[src/rtl/nrn_pkg.sv]
// rtl/nrn_pkg.sv - shared types and constants for the neuron bank driver
package nrn_pkg;

  localparam int SETTLE_MAX = 255;
  localparam int CNT_W      = 8;

  typedef enum logic [1:0] {
    IDLE  = 2'd0,
    DRIVE = 2'd1,
    HOLD  = 2'd2
  } nrn_state_t;

endpackage

[src/rtl/nrn_settle_counter.sv]
// rtl/nrn_settle_counter.sv - loadable down-counter with zero flag for the settle window
module nrn_settle_counter
  import nrn_pkg::*;
(
  input  logic             clk,
  input  logic             rst,
  input  logic             load,
  input  logic [CNT_W-1:0] load_value,
  input  logic             dec,
  output logic             zero
);

  logic [CNT_W-1:0] count;

  always_ff @(posedge clk) begin
    if (rst) begin
      count <= '0;
    end else if (load) begin
      count <= load_value;
    end else if (dec && (count != '0)) begin
      count <= count - 1'b1;
    end
  end

  assign zero = (count == '0);

endmodule

[src/rtl/neuron_bank_driver.sv]
// rtl/neuron_bank_driver.sv - drives a threshold neuron bank and captures its outputs
// Optional result parity output enabled by NRN_DRV_PARITY_EN.
module neuron_bank_driver
  import nrn_pkg::*;
#(
  parameter int CONNECTIONS = 2,
  parameter int NEURONS     = 4,
  parameter int SETTLE      = 1
)
(
  input  logic                   clk,
  input  logic                   rst,
  input  logic                   in_valid,
  output logic                   in_ready,
  input  logic [CONNECTIONS-1:0] in_data,
  output logic                   nrn_enable,
  output logic [CONNECTIONS-1:0] nrn_in,
  input  logic [NEURONS-1:0]     nrn_out,
  output logic                   res_valid,
  input  logic                   res_ready,
  output logic [NEURONS-1:0]     res_data,
  output logic                   busy
`ifdef NRN_DRV_PARITY_EN
  ,
  output logic                   res_parity
`endif
);

  if ((SETTLE < 1) || (SETTLE > SETTLE_MAX)) begin : g_settle_range
    $error("neuron_bank_driver: SETTLE must be within 1..255");
  end

  localparam logic [CNT_W-1:0] SETTLE_LOAD = CNT_W'(SETTLE - 1);

  nrn_state_t state, state_next;
  logic       accept;
  logic       capture;
  logic       cnt_zero;

  always_ff @(posedge clk) begin
    if (rst) begin
      state <= IDLE;
    end else begin
      state <= state_next;
    end
  end

  always_comb begin
    state_next = state;
    accept     = 1'b0;
    capture    = 1'b0;
    case (state)
      IDLE: begin
        if (in_valid) begin
          accept     = 1'b1;
          state_next = DRIVE;
        end
      end
      DRIVE: begin
        if (cnt_zero) begin
          capture    = 1'b1;
          state_next = HOLD;
        end
      end
      HOLD: begin
        if (res_ready) begin
          state_next = IDLE;
        end
      end
      default: state_next = IDLE;
    endcase
  end

  // Counter holds SETTLE-1 after accept, so capture lands SETTLE edges later.
  nrn_settle_counter u_settle (
    .clk        (clk),
    .rst        (rst),
    .load       (accept),
    .load_value (SETTLE_LOAD),
    .dec        (state == DRIVE),
    .zero       (cnt_zero)
  );

  always_ff @(posedge clk) begin
    if (rst) begin
      nrn_in   <= '0;
      res_data <= '0;
    end else begin
      if (accept) begin
        nrn_in <= in_data;
      end
      if (capture) begin
        res_data <= nrn_out;
      end
    end
  end

`ifdef NRN_DRV_PARITY_EN
  always_ff @(posedge clk) begin
    if (rst) begin
      res_parity <= 1'b0;
    end else if (capture) begin
      res_parity <= ^nrn_out;
    end
  end
`endif

  assign in_ready   = (state == IDLE);
  assign nrn_enable = (state == DRIVE);
  assign res_valid  = (state == HOLD);
  assign busy       = (state != IDLE);

endmodule

[config.mk]
export PLATFORM = sky130hd
export DESIGN_NAME = neuron_bank_driver
export DESIGN_NICKNAME = d
export VERILOG_FILES = /design/src/rtl/nrn_pkg.sv /design/src/rtl/nrn_settle_counter.sv /design/src/rtl/neuron_bank_driver.sv
export SDC_FILE = /design/constraint.sdc
export NUM_CORES = 1
export LEC_CHECK = 0
export CELL_PAD_IN_SITES_DETAIL_PLACEMENT = 1
export CELL_PAD_IN_SITES_GLOBAL_PLACEMENT = 2
export CORE_MARGIN = 4
export CORE_UTILIZATION = 31
export DETAILED_ROUTE_END_ITERATION = 10
export GPL_TIMING_DRIVEN = 0
export MAX_ROUTING_LAYER = met4
export PLACE_DENSITY_LB_ADDON = 0.1
export SLEW_MARGIN = 20
export SYNTH_ARGS = -nofsm -noshare
export SYNTH_HDL_FRONTEND = slang
export SYNTH_HIERARCHICAL = 1
export SYNTH_SLANG_ARGS = --single-unit
[constraint.sdc]
create_clock -name clk -period 4.2 [get_ports clk]
set_clock_uncertainty 0.05 [all_clocks]
set_input_delay 0.84 -clock clk [delete_from_list [all_inputs] [get_ports clk]]
set_output_delay 0.84 -clock clk [all_outputs]
set_load 0.005 [all_outputs]
# Yosys cells after proc, flatten, opt, wreduce, memory -nomap -nowiden

Index checks and enable logic that the tools add are counted.

Word-level logic and storage cells: 25
Register bits: 16
Output and inout bits: 10
Input bits: 10

Equality and inequality tests: 5
Muxes and demuxes: 8
$add $sub $neg: 1
Reductions and logical operators: 7

Operators by type and width:

| cell                                                                     | number |
|---|---|
| 8-bit logical NOT                                                        | 1 |
| 8-bit nonzero test                                                       | 1 |
| 8-bit by 1-bit subtractor with 8-bit output (second input constant)      | 1 |
| 2-bit two-way mux                                                        | 3 |
| 2-bit one-hot mux with 3 select lines                                    | 1 |
| 1-bit two-way mux                                                        | 4 |
| 2-bit inequality test (second input constant)                            | 2 |
| 3-bit AND reduction                                                      | 1 |
| 2-bit by 1-bit == test with 1-bit output (second input constant)         | 1 |
| 2-bit == test (second input constant)                                    | 1 |
| 2-bit logical NOT                                                        | 1 |
| 2-bit by 1-bit inequality test with 1-bit output (second input constant) | 1 |
| 2-bit nonzero test                                                       | 1 |
| 2-bit OR reduction                                                       | 1 |
| 1-bit logical AND                                                        | 1 |

# Logic depth before layout (Yosys ltp)

Depth in word-level cells: 3
Gate-level depth with buffers: 7

# Modules after synthesis

Netlist, hierarchy kept.

By module, submodules not included:

| module             | area an instance (um2) | instances | cells each |
|---|---|---|---|
| nrn_settle_counter | 515.5                  | 1         | 59 |
| neuron_bank_driver | 396.6                  | 1         | 40 |

# Least setup slack after synthesis

Ideal clock, no wire load.

Kind: input port to flip-flop
From: input port in_valid
To: register u_settle.count[1]
Data arrival time: 1865 ps
Stages: 5
Library setup time: 134 ps
Buffers on the path: 1
Slack: 2151 ps
Required time: 4016 ps
Cells stage by stage: nor3b_2 > clkbuf_1 > clkinv_1 > nand4b_1 > o211ai_1

Word-level cells in the longest chain between the ends: 3

RTL lines:

| item                                | RTL line                 | source |
|---|---|---|
| start: declaration                  | neuron_bank_driver.sv:13 | `input logic in_valid,` |
| 1-bit two-way mux                   | neuron_bank_driver.sv:54 | `if (in_valid) begin` |
| 1-bit two-way mux                   | neuron_bank_driver.sv:52 | `case (state)` |
| 2-bit OR reduction (no source line) | -                        |  |
| end signal: assignment              | nrn_settle_counter.sv:19 | `count <= load_value;` |
| end signal: assignment              | nrn_settle_counter.sv:21 | `count <= count - 1'b1;` |
| end: declaration                    | nrn_settle_counter.sv:13 | `logic [CNT_W-1:0] count;` |

Every way passes these cells.
A chain may end at the register's enable or synchronous reset.

# Worst setup path after layout

From: input port in_valid
To: register u_settle.count[1]

Word-level cells in the longest chain between the ends: 3

RTL lines:

| item                                | RTL line                 | source |
|---|---|---|
| 1-bit two-way mux                   | neuron_bank_driver.sv:54 |  |
| 1-bit two-way mux                   | neuron_bank_driver.sv:52 |  |
| named net accept                    | neuron_bank_driver.sv:36 | `logic accept;` |
| 2-bit OR reduction (no source line) | -                        |  |

The timed path passes the listed nets, and every way through them passes these cells.

==> reports/metrics.cfg <==
[cells_and_area]
antenna_cells=0
syn2layout_area_growth_pct=32.0
fin_util_pct=43.3
fin_nets=142
layout-drive-gt1-share_pct=10.9
stdcell_area_mm2=0.00120
stdcell_count=160

[setup_path]
ff2ff_path_depth=5
reg2reg_from=state[1]
path_cells=clkdlybuf4s50_1 -> nor3b_2 -> clkbuf_1 -> clkinv_1 -> nand4b_1 -> o211ai_1
r2r-end=u_settle/count[1]
crit_required_ns=4.31
cp-end-kind=flop
setup.worst_path.start=in_valid
reg2reg_slack_ns=2.18
cp_slowest_cell=clkdlybuf4s50_1
start_kind=input pin
worstPathMaxFanout=10
arrival_ns=2.73
slowest_delay_ns=0.48
path_class=in2reg

[routing]
drc=0
route.vias.total=781
routedLengthMet1_mm=1.02
firstDrtPassIters=4
drt_iter0_markers=11
routedWlPerCell_um=13.6
vias_per_cell=4.88
ant_nets=0
wl_met2_mm=1.09
wl_mm=2.17
top_layer=met4
routed-wl-met3_um=52

[power_and_ir_drop]
total_power_mw=0.430
vdd_drop_max_mv=0.150
cellPowerDensity_mw_per_mm2=358
power.leakage_nw=0.446

[placement]
place_hpwl_mm=1.70
postPlaceCellArea_mm2=0.00117
io_buffer_count=19
dp.cells=156
gp_congestion=0.686

[clock_tree]
cts_buffers=3
cts_tree=yes
cts_hold_buf=0
clockRootBuffer=clkbuf_4
clk_latency_ns=0.29
cts.sinks=16
path_clk_slew_ns=0.11
post-cts-setup-buffer-count=0
clockBufferDepth=2
cts_resized=0
htree_levels=1

[grt]
grt_use_total_pct=11.8
grt_overflow=0
antenna_found_initial=0
grt_pass1_wl_mm=3.71
grt_max_degree=11
first_global_vias=800

[floorplan]
die_y_um=62.2
row_count=19
dieWidth_um=62.2
ios=20
die_area_mm2=0.00387
core_area_mm2=0.00278
initial_core_util_pct=32.8

[synth]
ys_seq_area_share_pct=35.1
yosys.area.top_type=dfxtp_1
synth_area_leaders=dfxtp_1, nand2b_1, mux2i_1
postSynthAreaPerCell_um2=9.21
netlist_area_um2=912
yosys_register_bits=16
synth_cell_type_count=37
synth.top_cell.area_share_pct=35.1
ys_warn_count=6
netlist_instances=99

[sta]
tightest_slew_ns=0.496
hold_violations=0
setup_tns_ns=0
finalCritPeriodShare_pct=62.5
rsz0062_at_grt=false
slew_violations=0
min_period_ns=2.62
fmax_ghz=0.381
slew_headroom_pct=66.9
setup_violations=0

[worst_hold_path]
hold_end=res_data[0]
worst_hold_path_type=reg2reg
min_from=res_data[0]
whs_path_depth=2

[run_status]
status=finished, final reports clean

[flow_run]
cap_violations=0

## logic make-up (layout without fill, tap and decap cells)
kind of cell               after synthesis  count (layout)  share of synthesized area [%]
AOI/OAI and AO/OA                       18              18                           15.9
xor gates and xnor gates                 3               3                           2.88
adders and majority gates                2               2                           2.74
buffers and inverters                   10              33                           4.94
DFF                                     16              16                           35.1
muxes                                    7               7                           7.68
other                                    1               8                          0.411
and+or+nand+nor                         42              42                           30.3
## per-stage QoR
| stage | setup WS [ns] | hold WS (ns) |
|---|---|---|
| floorplan | 2.15 | 0.415 |
| global placement | 1.31 | 0.408 |
| detailed placement | 1.27 | 0.415 |
| CTS | 1.57 | 0.441 |
| global route | 1.39 | 0.462 |
| finish | 1.58 | 0.433 |
## synth_stat cells
master and count:
o41ai_4 1, inv_1 5, nand2_1 2, o31ai_1 1, nor4_1 1, a211oi_2 1, a21oi_1 5, clkinv_1 1
o21ba_1 1, buf_1 1, nor2_1 6, o21a_1 1, dfxtp_1 16, nor2b_1 1, or4_2 2, o21ai_0 3
o211ai_1 1, or4_1 2, nor3b_2 1, or4_4 1, ha_1 2, and3b_1 1, nand2b_1 14, or2_1 1
nor3_1 1, or3b_2 1, mux2i_1 7, a211oi_1 2, buf_6 1, xnor2_1 3, clkbuf_1 2, and2b_1 1
conb_1 1, nand4b_1 1, nor3b_1 4, or3_2 2, a311oi_1 2
## flip-flops by register name, indices dropped and copies added (netlist names)
name            flops
state               2
res_data            4
nrn_in              2
u_settle/count      8
## per-layer routing
layer  track usage (%)  vias to the layer above
met5                 -                        -
met4              3.25                        0
met3              2.52                        2
met2              19.6                        8
met1              14.3                      366
li1                  -                      405
## layout by cell type (no fill, tap or decap), types with 2 or more instances in the layout
cell type and n:
xnor2_1 3, clkdlybuf4s50_1 19, a21oi_1 5, nor3b_1 4, a311oi_1 2, or4_2 2
or3_2 2, dfxtp_1 16, a211oi_1 2, conb_1 8, nand2b_1 14, or4_1 2
nor2_1 6, inv_1 5, clkbuf_4 3, mux2i_1 7, nand2_1 2, o21ai_0 3
ha_1 2, clkbuf_1 2
## area by class of cell
class / instances / area [um2]
flip-flops and latches: 16 / 320
well taps: 31 / 38.8
multi-input cells: 80 / 573
inverters: 6 / 22.5
clock buffers: 4 / 36.3
repair buffers: 19 / 190
fillers: 335 / 1580
plain buffers: 4 / 22.5
## where the power goes
group | total, mW | switching, mW | internal (mW)
sequential | 0.187 | 0.0185 | 0.168
combinational | 0.139 | 0.0650 | 0.0738
clock | 0.105 | 0.0522 | 0.0527
total | 0.430 | 0.136 | 0.295
## worst max path at each step
stage | to | slack, ns
global placement | u_settle/count[1] | 1.31
global route | u_settle/count[1] | 1.39
finish | u_settle/count[1] | 1.58
detailed placement | u_settle/count[1] | 1.27
floorplan | u_settle/count[1] | 2.15
CTS | u_settle/count[1] | 1.57
## worst max-delay path, delay by kind of cell
family                 cells  cell delay (ns)
AOI/OAI and AO/OA          1             0.10
and+or+nand+nor            2             0.58
buffers and inverters      3             1.23
(Power assumes the default switching activity.)
==> RTL change 1: new RTL, same flow settings <==
The option `NRN_DRV_PARITY_EN` is turned on by a define.
--- a/src/rtl/neuron_bank_driver.sv
+++ b/src/rtl/neuron_bank_driver.sv
@@ -1,5 +1,7 @@
 // rtl/neuron_bank_driver.sv - drives a threshold neuron bank and captures its outputs
 // Optional result parity output enabled by NRN_DRV_PARITY_EN.
+`define NRN_DRV_PARITY_EN
+
 module neuron_bank_driver
   import nrn_pkg::*;
 #(
Function (old outputs only; new: res_parity): kept (Yosys induction, for registers that start in step).
==> RTL change 1 against the original RTL <==
Cell area down 1.6%. Setup slack improved by 0.013 ns. Area after synthesis down 0.96%. Worst hold slack better by 0.026 ns. Clock power down 16%. Sequential share of layout area is 2.1 points higher. Via count is 1.0% higher. Power is 4.9% higher. Sequential cell count increased by 1. Synthesized cell count decreased by 1.0%. Register-to-register slack worse by 0.24 ns. Routed wire length down 2.7%. Count of clock-buffer cells in the layout did not move. Critical path type is now reg2out. Largest power group unchanged. Highest routed layer unchanged.
==> RTL change 1: results (changes against the original RTL) <==
metric;value;unit;change
H-tree depth;1;;unchanged
layout cell share with drive strength beyond 1;0.109;;about the same
Iter 0 DRT Violations;17;;was 11
critical path arrival;1.72;ns;was 2.73 ns
area leader, netlist;dfxtp_1;;unchanged
post-synth cell types;35;;was 37
routed vias/inst;4.96;;was 4.88
wire per inst;13.3;um;was 13.6 um
worst-path maximum fanout;8;;was 10
clock buffers;4;;unchanged
Non-clk invs;7;;was 6
synth top area cells;dfxtp_1, mux2i_1, xnor2_1;;was dfxtp_1, nand2b_1, mux2i_1
Root Buffer;clkbuf_4;;unchanged
PortBufs;19;;unchanged
first-pass GRT wire length;3590;um;was 3710 um
Ys Warns;6;;unchanged
commonest cells in the netlist;dfxtp_1, nor2_1, mux2i_1, a21oi_1;;was dfxtp_1, nand2b_1, mux2i_1, nor2_1
pre-CTS setup slack;1.34;ns;was 1.27 ns
post-CTS setup buffer count;0;;unchanged
nonclk buf count;22;;was 23
hold crit path type;reg2reg;;unchanged
worst vdd ir;0.280;mV;was 0.150 mV
Nets;141;;was 142
Reg area;340;um2;was 320 um2
Placed Cells;155;;was 156
Placer Congestion;0.729;;was 0.686
post-DP HPWL;1650;um;was 1700 um
multi-input logic area;552;um2;was 573 um2
total CTS buffers;3;;unchanged
vias in the first global route;800;;unchanged
Worst path max stage delay;0.58;ns;was 0.48 ns
Leakage;0.453;nW;was 0.446 nW
CTS-repair resized insts;0;;unchanged
P_sw;0.150;mW;was 0.136 mW
Total GRT Usage;0.131;;was 0.118
Synth Instances;98;;was 99
design area;1180;um2;was 1200 um2
asr flop ratio synth;0;;unchanged
Non-clock buffer share;0.170;;was 0.177
clock-cell share of area;0.0222;;was 0.0301
FILL cells;329;;was 335
clk sink count;17;;was 16
post-synthesis sequential area ratio;0.377;;was 0.351
largest net degree at the start of global routing;11;;unchanged
worst r2r path cells;5;;unchanged
core area;2780;um2;unchanged
multi-input gate count;78;;was 80
ant diodes;0;;unchanged
Worst-Margin Slew;0.682;ns;was 0.496 ns
biggest regs;u_settle/count: 8 flops, res_data: 4 flops;;unchanged
outcome;finished clean;;unchanged
Pre-antenna DRT Iters;4;;unchanged
via count;789;;was 781
==> RTL change 1: changes by cell type after synthesis, sizes merged, moves of 2 or more <==
cell    before  now
a21oi        5    7
nand2b      14    1
nor2         6   12
xnor2        3    6
==> RTL change 1: layer usage <==
metal / vias to the layer above / global-route usage / share of wire
li1: 402 / - / -
met1: 372 / 0.174 / 0.49
met2: 13 / 0.200 / 0.47
met3: 2 / 0.0372 / 0.039
met4: 0 / 0.0273 / 0.0047
met5: - / - / 0
==> RTL change 1: critical path, delay by kind of cell (launching register included) <==
kind	cells	cell delay, ns
buffers and inverters	1	0.58
flip-flops	1	0.47
AND/OR/NAND/NOR	1	0.39
==> RTL change 1: power groups by stage <==
| stage | logic [mW] | clock network [mW] | registers [mW] |
|---|---|---|---|
| after floorplan | 0.113 | 0 | 0.200 |
| after global placement | 0.161 | 0 | 0.204 |
| after detailed placement | 0.165 | 0 | 0.205 |
| after CTS | 0.167 | 0.0949 | 0.201 |
| after global routing | 0.184 | 0.101 | 0.205 |
| final | 0.162 | 0.0879 | 0.201 |
==> RTL change 1: cell families after synthesis <==
logic type | share of synthesized area
AOI/OAI and AO/OA | 0.162
xor gates and xnor gates | 0.0582
adders and majority gates | 0.0277
buffers and inverters | 0.0415
DFF | 0.377
muxes | 0.0886
other | 0.00415
and+or+nand+nor | 0.241
==> RTL change 1: final timing paths <==
| path | slack (ns) | endpoint | from |
|---|---|---|---|
| min | 0.46 | res_data[3]$_SDFFE_PP0P_ | res_data[3]$_SDFFE_PP0P_ |
| min reg2reg | 0.46 | res_data[3]$_SDFFE_PP0P_ | res_data[3]$_SDFFE_PP0P_ |
| max | 1.59 | nrn_enable | state[0]$_SDFFE_PP0P_ |
| max reg2reg | 1.94 | res_data[0]$_SDFFE_PP0P_ | u_settle/count[2]$_SDFFE_PP0P_ |
==> RTL change 2: new RTL, same flow settings <==
Made on the original files. The 3 states of `nrn_state_t` get a one-hot encoding in 3 bits.
--- a/src/rtl/nrn_pkg.sv
+++ b/src/rtl/nrn_pkg.sv
@@ -4,10 +4,10 @@
   localparam int SETTLE_MAX = 255;
   localparam int CNT_W      = 8;
 
-  typedef enum logic [1:0] {
-    IDLE  = 2'd0,
-    DRIVE = 2'd1,
-    HOLD  = 2'd2
+  typedef enum logic [2:0] {
+    IDLE  = 3'b001,
+    DRIVE = 3'b010,
+    HOLD  = 3'b100
   } nrn_state_t;
 
 endpackage
Check against the original RTL: no difference found for any inputs over 10 cycles, from zero or initial values and one cycle with rst high; not proved beyond that.
==> RTL change 2 against the original RTL <==
Critical path type is now reg2out. Routed wire length decreased by 7.2%. Clock power down 16%. Sequential cell count increased by 1. Cell area down 1.0%. Global-route usage grew 0.13 points. Highest routed layer unchanged. Largest power group unchanged. Area after synthesis grew 0.69%. Setup slack got worse by 0.18 ns. Power decreased by 18%.
==> RTL change 2: results (changes against the original RTL) <==
metric;value;unit;change
outcome;finished clean;;unchanged
Seq area share;0.286;;was 0.266
pwr dens;297;nW/um2;was 358 nW/um2
PortBufs;18;;was 19
post-synthesis sequential area ratio;0.371;;was 0.351
Nets;141;;was 142
Pre-antenna DRT Iters;3;;was 4
wire per inst;12.7;um;was 13.6 um
first-pass GRT wire length;3620;um;was 3710 um
Leakage;0.425;nW;was 0.446 nW
Worst-Margin Slew;0.658;ns;was 0.496 ns
synth top area cells;dfxtp_1, mux2i_1, nor2_1;;was dfxtp_1, nand2b_1, mux2i_1
routed vias/inst;4.90;;was 4.88
FILL cells;333;;was 335
worst vdd ir;0.200;mV;was 0.150 mV
met1 Track Usage GR;0.137;;was 0.143
met2 Track Usage GR;0.198;;was 0.196
Total GRT Usage;0.119;;was 0.118
clock buffers;3;;was 4
clock-cell share of area;0.0231;;was 0.0301
worst-path maximum fanout;9;;was 10
biggest regs;u_settle/count: 8 flops, res_data: 4 flops, state: 3 flops;;was u_settle/count: 8 flops, res_data: 4 flops
Placed Cells;155;;was 156
multi-input gate count;76;;was 80
via count;779;;was 781
Placed Area;1160;um2;was 1170 um2
vias in the first global route;798;;was 800
==> RTL change 2: changes by cell type after synthesis, sizes merged, moves of 2 or more <==
cell    delta
inv        +2
and4bb     +2
nand2b    -13
buf        +2
nor2       +8
==> RTL change 2: cell families after synthesis <==
kind of cell / synth area share
other cells: 0.00408
mux: 0.0763
buf+inv: 0.0654
xor+xnor: 0.0286
compound gates: 0.169
fa+ha+maj: 0.0272
flops: 0.371
simple gates: 0.259
==> RTL change 2: worst paths after layout <==
path	slack, ns	endpoint	startpoint
setup / recovery	1.40	nrn_enable	state[1]$_SDFFE_PP0P_
hold / removal	0.45	res_data[0]$_SDFFE_PP0P_	res_data[0]$_SDFFE_PP0P_
setup reg to reg	2.03	u_settle/count[5]$_SDFFE_PP0P_	state[1]$_SDFFE_PP0P_
hold reg to reg	0.45	res_data[0]$_SDFFE_PP0P_	res_data[0]$_SDFFE_PP0P_
==> RTL change 2: per-layer routing <==
metal / routed length [um] / vias up / part of all wire
met1: 1010 / 363 / 0.50
met3: 68 / 2 / 0.034
li1: - / 402 / -
met2: 928 / 12 / 0.46
met4: 10 / 0 / 0.0050
met5: 0 / - / 0
==> RTL change 2: per-stage QoR <==
step | setup WS, ns | total power, mW
global route | 1.25 | 0.384
floorplan | 2.13 | 0.240
global placement | 1.37 | 0.268
finish | 1.40 | 0.353
CTS | 1.36 | 0.363
detailed placement | 1.32 | 0.269
==> RTL change 2: where the power goes <==
part	total, mW	internal (mW)	switching, mW
combinational	0.0816	0.0421	0.0395
sequential	0.183	0.172	0.0113
clock	0.0887	0.0354	0.0533
==> RTL change 2: worst max-delay path: stages, from the launching register on <==
cell	delay, ns
dfxtp_1	0.40
nor3b_2	0.58
clkdlybuf4s50_1	0.64
